$ cat config.mk
export PLATFORM = sky130hd
export DESIGN_NAME = irq_controller
export DESIGN_NICKNAME = d
export VERILOG_FILES = /design/src/rtl/irq_controller.sv
export SDC_FILE = /design/constraint.sdc
export NUM_CORES = 1
export LEC_CHECK = 0
export BUFFER_PORTS_ARGS = -buffer_cell sky130_fd_sc_hd__buf_2
export CAP_MARGIN = 10
export CORE_UTILIZATION = 51
export DETAILED_ROUTE_END_ITERATION = 10
export GPL_ROUTABILITY_DRIVEN = 0
export PLACE_DENSITY_LB_ADDON = 0.3
export SETUP_SLACK_MARGIN = 0.02
export SKIP_LAST_GASP = 1
export SYNTH_ARGS = -nofsm -noshare
export SYNTH_HDL_FRONTEND = slang
export SYNTH_SLANG_ARGS = --single-unit
$ cat constraint.sdc
create_clock -name CLOCK_50 -period 1.3 [get_ports CLOCK_50]
set_input_delay 0.195 -clock CLOCK_50 [delete_from_list [all_inputs] [get_ports CLOCK_50]]
set_output_delay 0.195 -clock CLOCK_50 [all_outputs]
set_load 0.01 [all_outputs]
$ cat src/rtl/irq_controller.sv
// Edge-triggered interrupt controller: synchronised rising-edge capture into
// per-source pending flags, enable masking, lowest-index-first request/ack handshake.
module irq_controller #(
  parameter int unsigned NSRC = 4
) (
  input  logic            CLOCK_50,
  input  logic            reset,
  input  logic [NSRC-1:0] irq_in,
  input  logic            mask_we,
  input  logic [NSRC-1:0] mask_wdata,
  input  logic            ExtIAck,
  output logic            ExtIRQ,
  output logic [2:0]      irq_id,
  output logic [NSRC-1:0] pending,
  output logic [7:0]      serviced_cnt
);

  localparam logic [1:0] ST_IDLE    = 2'd0;
  localparam logic [1:0] ST_REQ     = 2'd1;
  localparam logic [1:0] ST_RELEASE = 2'd2;

  logic [NSRC-1:0] sync1_q, sync2_q, dly_q;
  logic [NSRC-1:0] pending_q, pending_d;
  logic [NSRC-1:0] enable_q, enable_d;
  logic [NSRC-1:0] rise, active;
  logic [1:0]      state_q, state_d;
  logic [2:0]      irq_id_q, irq_id_d, lowest;
  logic [7:0]      serviced_cnt_q, serviced_cnt_d;
  logic            any_active, ack_take;

  always_comb begin
    rise       = sync2_q & ~dly_q;
    active     = pending_q & enable_q;
    lowest     = '0;
    any_active = 1'b0;
    for (int unsigned i = 0; i < NSRC; i++) begin
      if (active[i] && !any_active) begin
        lowest     = 3'(i);
        any_active = 1'b1;
      end
    end

    state_d        = state_q;
    irq_id_d       = irq_id_q;
    serviced_cnt_d = serviced_cnt_q;
    ack_take       = 1'b0;
    enable_d       = mask_we ? mask_wdata : enable_q;

    case (state_q)
      ST_IDLE: begin
        if (any_active) begin
          irq_id_d = lowest;
          state_d  = ST_REQ;
        end
      end
      ST_REQ: begin
        // Once raised, the request is held regardless of mask or new lower-index sources.
        if (ExtIAck) begin
          ack_take       = 1'b1;
          serviced_cnt_d = serviced_cnt_q + 8'd1;
          state_d        = ST_RELEASE;
        end
      end
      ST_RELEASE: begin
        if (!ExtIAck) state_d = ST_IDLE;
      end
      default: state_d = ST_IDLE;
    endcase

    pending_d = pending_q;
    if (ack_take) begin
      for (int unsigned i = 0; i < NSRC; i++) begin
        if (3'(i) == irq_id_q) pending_d[i] = 1'b0;
      end
    end
    // A fresh edge on the same cycle as its ack keeps the flag set.
    pending_d = pending_d | rise;
  end

  always_ff @(posedge CLOCK_50 or posedge reset) begin
    if (reset) begin
      sync1_q        <= '0;
      sync2_q        <= '0;
      dly_q          <= '0;
      pending_q      <= '0;
      enable_q       <= '1;
      state_q        <= ST_IDLE;
      irq_id_q       <= '0;
      serviced_cnt_q <= '0;
    end else begin
      sync1_q        <= irq_in;
      sync2_q        <= sync1_q;
      dly_q          <= sync2_q;
      pending_q      <= pending_d;
      enable_q       <= enable_d;
      state_q        <= state_d;
      irq_id_q       <= irq_id_d;
      serviced_cnt_q <= serviced_cnt_d;
    end
  end

  assign ExtIRQ       = (state_q == ST_REQ);
  assign irq_id       = irq_id_q;
  assign pending      = pending_q;
  assign serviced_cnt = serviced_cnt_q;

endmodule

# [Word-level counts from Yosys, hierarchy flattened]
# Cells that the tools add are included.
[word_totals] word_cells=50 in_bits=12 register_bits=33 out_inout_bits=16
[classes] n_eq_ne=8 n_bitwise=4 reduce_logical=11 muxes=18 addsub=1
[op_table] operator="2-to-1 mux 1 bit" count=11
[op_table] operator="adder 8 x 1 -> 8 bit, second input constant" count=1
[op_table] operator="AND 4 bit" count=2
[op_table] operator="equality test 2 x 3 -> 1 bit, first input constant" count=2
[op_table] operator="2-to-1 mux 2 bit" count=3
[op_table] operator="2-to-1 mux 3 bit" count=2
[op_table] operator="!= test 2 bit, second input constant" count=3
[op_table] operator="one-hot mux 2 bit (3 select lines)" count=1
[op_table] operator="2-to-1 mux 4 bit" count=1
[op_table] operator="inverter 4 bit" count=1
[op_table] operator="bitwise OR 4 bit" count=1
[op_table] operator="AND reduction 2 bit" count=2
[op_table] operator="equality test 1 x 3 -> 1 bit, first input constant" count=1
[op_table] operator="logical AND 1 bit" count=3
[op_table] operator="zero test 1 bit" count=3
[op_table] operator="zero test 3 bit" count=1
[op_table] operator="AND reduction 3 bit" count=1
[op_table] operator="equality test 2 x 1 -> 1 bit, second input constant" count=1
[op_table] operator="equality test 2 bit, second input constant" count=1
[op_table] operator="zero test 2 bit" count=1

# [Depth between registers and ports, before layout]
[logic_depth] ltp_word=13 ltp_mapped=4 ltp_nobuf=4

# [Least setup slack after synthesis]
# No wires, ideal clock.
[synth_path] path_type="register -> register" from="register state_q[1]" to="register serviced_cnt_q[5], in the netlist serviced_cnt[5]" slack_ns=0.191 stages_incl_launch_ff=5 arrival_time_ns=1.030 setup_time_ns=0.079 required_time_ns=1.221 n_path_buf=1 synth_period_minus_slack_ns=1.109 path_cell_list="dfrtp_1 nand3b_4 buf_6 nor3_2 xor2_1"
[synth_via] elab_chain_len=2
[synth_lines] item="start, declared" line="26" text="logic [1:0] state_q, state_d;"
[synth_lines] item="start signal, assigned" line="96" text="state_q <= state_d;"
[synth_lines] item="equality test 2 x 1 -> 1 bit" line="49" text="case (state_q)"
[synth_lines] item="AND reduction 2 bit (no line)"
[synth_lines] item="end signal, assigned" line="98" text="serviced_cnt_q <= serviced_cnt_d;"
[synth_lines] item="end, declared" line="28" text="logic [7:0] serviced_cnt_q, serviced_cnt_d;"
# Every way passes these cells.
# A chain may end at the register's enable or synchronous reset.

# [Final worst setup path]
[layout_path] from="register state_q[0]" to="output port ExtIRQ"
[layout_via] elab_chain_len=1
[layout_lines] item="equality test 2 x 1 -> 1 bit" line="102" text="assign ExtIRQ = (state_q == ST_REQ);"
[layout_lines] item="end, declared" line="12" text="output logic ExtIRQ,"
# Every way passes these cells.

==> metrics.txt <==
number of flops mapped to enable cells by yosys=0; CTS tree=built; worst setup slack after placement=89.9 ps; peak per-stage delay on the critical path=480 ps; maximum level of the CTS H-tree=2; number of cells on the worst reg-to-reg path=4; count of cell types in the netlist=29; prevailing post-synth register cell=sky130_fd_sc_hd__dfrtp_1; row cnt=17; final net count=around 150; Leakage=0.000812 µW; clock sink count=32; part of the total power dissipated in sequential elements=45.6%; Placed Cells=150; violated checks=negative setup slack; arrival time at the worst endpoint=1260 ps; antenna violations before repair=0; crit end category=output pin; critical register-to-register path startpoint=state_q[0]$_DFFE_PP0P_; async set-reset flop share out of synthesis=100%; Bufs and invs on worst path=2; area fraction in compound gates after synthesis=around a tenth; overall power after layout=3230 µW; number of vias in the routed layout=between 800 and 900; status=complete, but fails checks; first-iteration detailed-routing DRC count=9; class of the worst hold path=primary input to register; Hold Fails Final Rpt=0; Syn Nets=109; final setup violation count=1; Synth Area in XOR/XNOR=just under 5%; Finished Layout Cells=170; worst hold margin=around 79 ps; time the worst path needs with I/O delays and setup=1450 ps; horizontal die dimension=about 50 µm; cell with the largest stage delay on the worst path=sky130_fd_sc_hd__dfrtp_2; Avg Inst Size Synth=12.9 µm²; combinational power share=30.9%; net switching power=1100 µW; stages on the worst setup path=3; maximum capacitance violations=0; minimum setup slack in the final design=-154 ps; DR WL/cell=14.1 µm; synthesis-to-layout area growth=29.9%; area of the die=2630 µm²; worst hold path depth=2; first-pass GRT wire length=3.54 mm; Post-Place Cell Area=1400 µm²; number of search-and-repair iterations in the first detailed-routing pass=4; highest attainable clock frequency=688 MHz; worst-path fanout max=8; most common cell after layout, fill and taps aside=sky130_fd_sc_hd__dfrtp_1; count of port buffers added during placement=26; sequential-to-total area share from yosys stat=65.1%; unrepaired setup endpoints after global routing=true; area of all placed cells without fillers=1610 µm²; fraction of layout instances using a drive strength above 1=40.1%; worst IR drop on VDD=1.17 mV; final clock period utilization by the worst path=112%; Final Max Slew Viols=0; number of warning messages in the yosys log=0; final clock skew=14.3 ps; largest buffer count on any clock path=2; required time worst endpoint=1110 ps; count of pins on the block boundary=28; Syn Inst Count=96; Critical path origin=state_q[0]$_DFFE_PP0P_; Core Box Area=between 2000 and 2500 µm²; Skew-Pair Late Insertion Delay=340 ps; series of cell instances along the critical path=or2b_1 -> inv_1 -> buf_2; antenna cell count=0; initial core utilization=54.9%; Root Buffer Master=sky130_fd_sc_hd__clkbuf_4; Internal Power=around 2100 µW; cell area after synthesis=1240 µm²; type of the worst setup path=register to output pin; number of global-route vias before repair=853; GR Util All Layers=20.0%; number of DRC violations after detailed routing=0; clock network fraction of design power=23.5%; share of synthesized cell area in and, or, nand and nor gates=12.1%; GRT overflow=0; clock slew seen by the registers of the worst setup and hold paths=110 ps; post-synthesis share of cell area spent on full adders, half adders and majority gates=1.01%; maximum number of pins on one net before global-route repair=33; Final Routed Wirelength=2.40 mm; combinational family with the most area after synthesis=simple AND/OR/NAND/NOR gates; number of clock buffers inserted by TritonCTS=5; half-perimeter wire length after placement=1.47 mm; largest delay contributor family on the critical path=flip-flops; Via-to-Cell Ratio=5.21; Hold Crit Start=mask_wdata[2]; multiplexer share of the synthesized area=3.64%; Die Y=approximately 51 µm; Sw Share=34.0%; number of register bits inferred by synthesis=32; P per Cell Area=2010 nW/µm²; Setup crit start kind=register; most frequent cells in the layout=sky130_fd_sc_hd__dfrtp_1 (27), sky130_fd_sc_hd__buf_2 (26), sky130_fd_sc_hd__nand2_1 (11), sky130_fd_sc_hd__o21ai_0 (7), sky130_fd_sc_hd__buf_4 (7); Final ANT Viol Nets=0
## cell usage after synthesis, types with 2 or more instances
| master | instances | area (µm²) |
|---|---|---|
| sky130_fd_sc_hd__nand2b_1 | 3 | 18.8 |
| sky130_fd_sc_hd__inv_1 | 6 | 22.5 |
| sky130_fd_sc_hd__nand3_1 | 2 | 10.0 |
| sky130_fd_sc_hd__dfstp_2 | 4 | 105 |
| sky130_fd_sc_hd__xnor2_1 | 2 | 17.5 |
| sky130_fd_sc_hd__a21boi_0 | 2 | 15.0 |
| sky130_fd_sc_hd__xor2_1 | 5 | 43.8 |
| sky130_fd_sc_hd__dfrtp_1 | 28 | 701 |
| sky130_fd_sc_hd__nor3_2 | 2 | 20.0 |
| sky130_fd_sc_hd__mux2_2 | 4 | 45.0 |
| sky130_fd_sc_hd__nand2_1 | 11 | 41.3 |
| sky130_fd_sc_hd__nor2_1 | 3 | 11.3 |
| sky130_fd_sc_hd__o21ai_0 | 7 | 35.0 |
| sky130_fd_sc_hd__a21oi_1 | 2 | 10.0 |
## state kept, by name, indices dropped and copies added (netlist names)
register      count
dly_q             4
serviced_cnt      8
irq_id            2
sync2_q           4
sync1_q           4
enable_q          4
state_q           2
pending           4
## metrics by stage
stage	util [%]	TNS [ps]
2_1_floorplan	-	0
3_3_place_gp	62.1	0
5_1_grt	71.4	-297
6_report	71.4	-154
3_5_place_dp	62.1	0
4_1_cts	69.1	-171
## path summary, 6_finish.rpt
check	slack (ps)	to
max	-150	ExtIRQ
min	80	enable_q[2]$_DFFE_PP1P_
max reg2reg	20	state_q[1]$_DFFE_PP0P_
min reg2reg	360	sync2_q[2]$_DFF_PP0_
max in group asynchronous	510	enable_q[3]$_DFFE_PP1P_
min in group asynchronous	460	serviced_cnt[0]$_DFFE_PP0N_
## area by class of cell
class / count / area, µm²
clock buffers: 5 / 37.5
clock inverters: 3 / 42.5
fillers: 166 / 646
inverters: 6 / 22.5
multi-input cells: 57 / 420
flip-flops and latches: 32 / 807
well taps: 28 / 35.0
repair buffers: 39 / 244
## cells by family (layout without fill, tap and decap cells)
kind of cell	after synthesis	count (layout)
flip-flops	32	32
AND/OR/NAND/NOR	25	26
AO/OA/AOI/OAI	18	18
buffers and inverters	8	53
XOR/XNOR	7	7
multiplexers	4	4
adder cells (fa/ha/maj)	1	1
other	1	1
## repair_timing
action / in CTS / in global routing
setup buffers: 3 / 3
pin swaps: 0 / 1
setup endpoints to repair: 1 / 5
hold buffers: 5 / 0
gates resized for setup: 2 / 4
endpoints found under the hold margin: 32 / 0
gates cloned: 0 / 1
## layer usage
layer / share of wire [%] / wire [µm] / GRT usage, % / vias up
li1: - / - / - / 420
met5: 0 / 0 / 0 / -
met4: 2.4 / 57 / 10.8 / 0
met1: 43 / 1020 / 21.1 / 422
met2: 50 / 1190 / 33.1 / 33
met3: 5.4 / 130 / 9.23 / 10
## power by group through the flow
stage / clock network [µW] / logic (µW) / registers [µW]
global placement: 0 / 791 / 1460
CTS: 774 / 893 / 1460
detailed placement: 0 / 811 / 1470
floorplan: 0 / 462 / 1500
global route: 814 / 1080 / 1510
finish: 760 / 998 / 1470
Power figures use the tool's default switching activity.
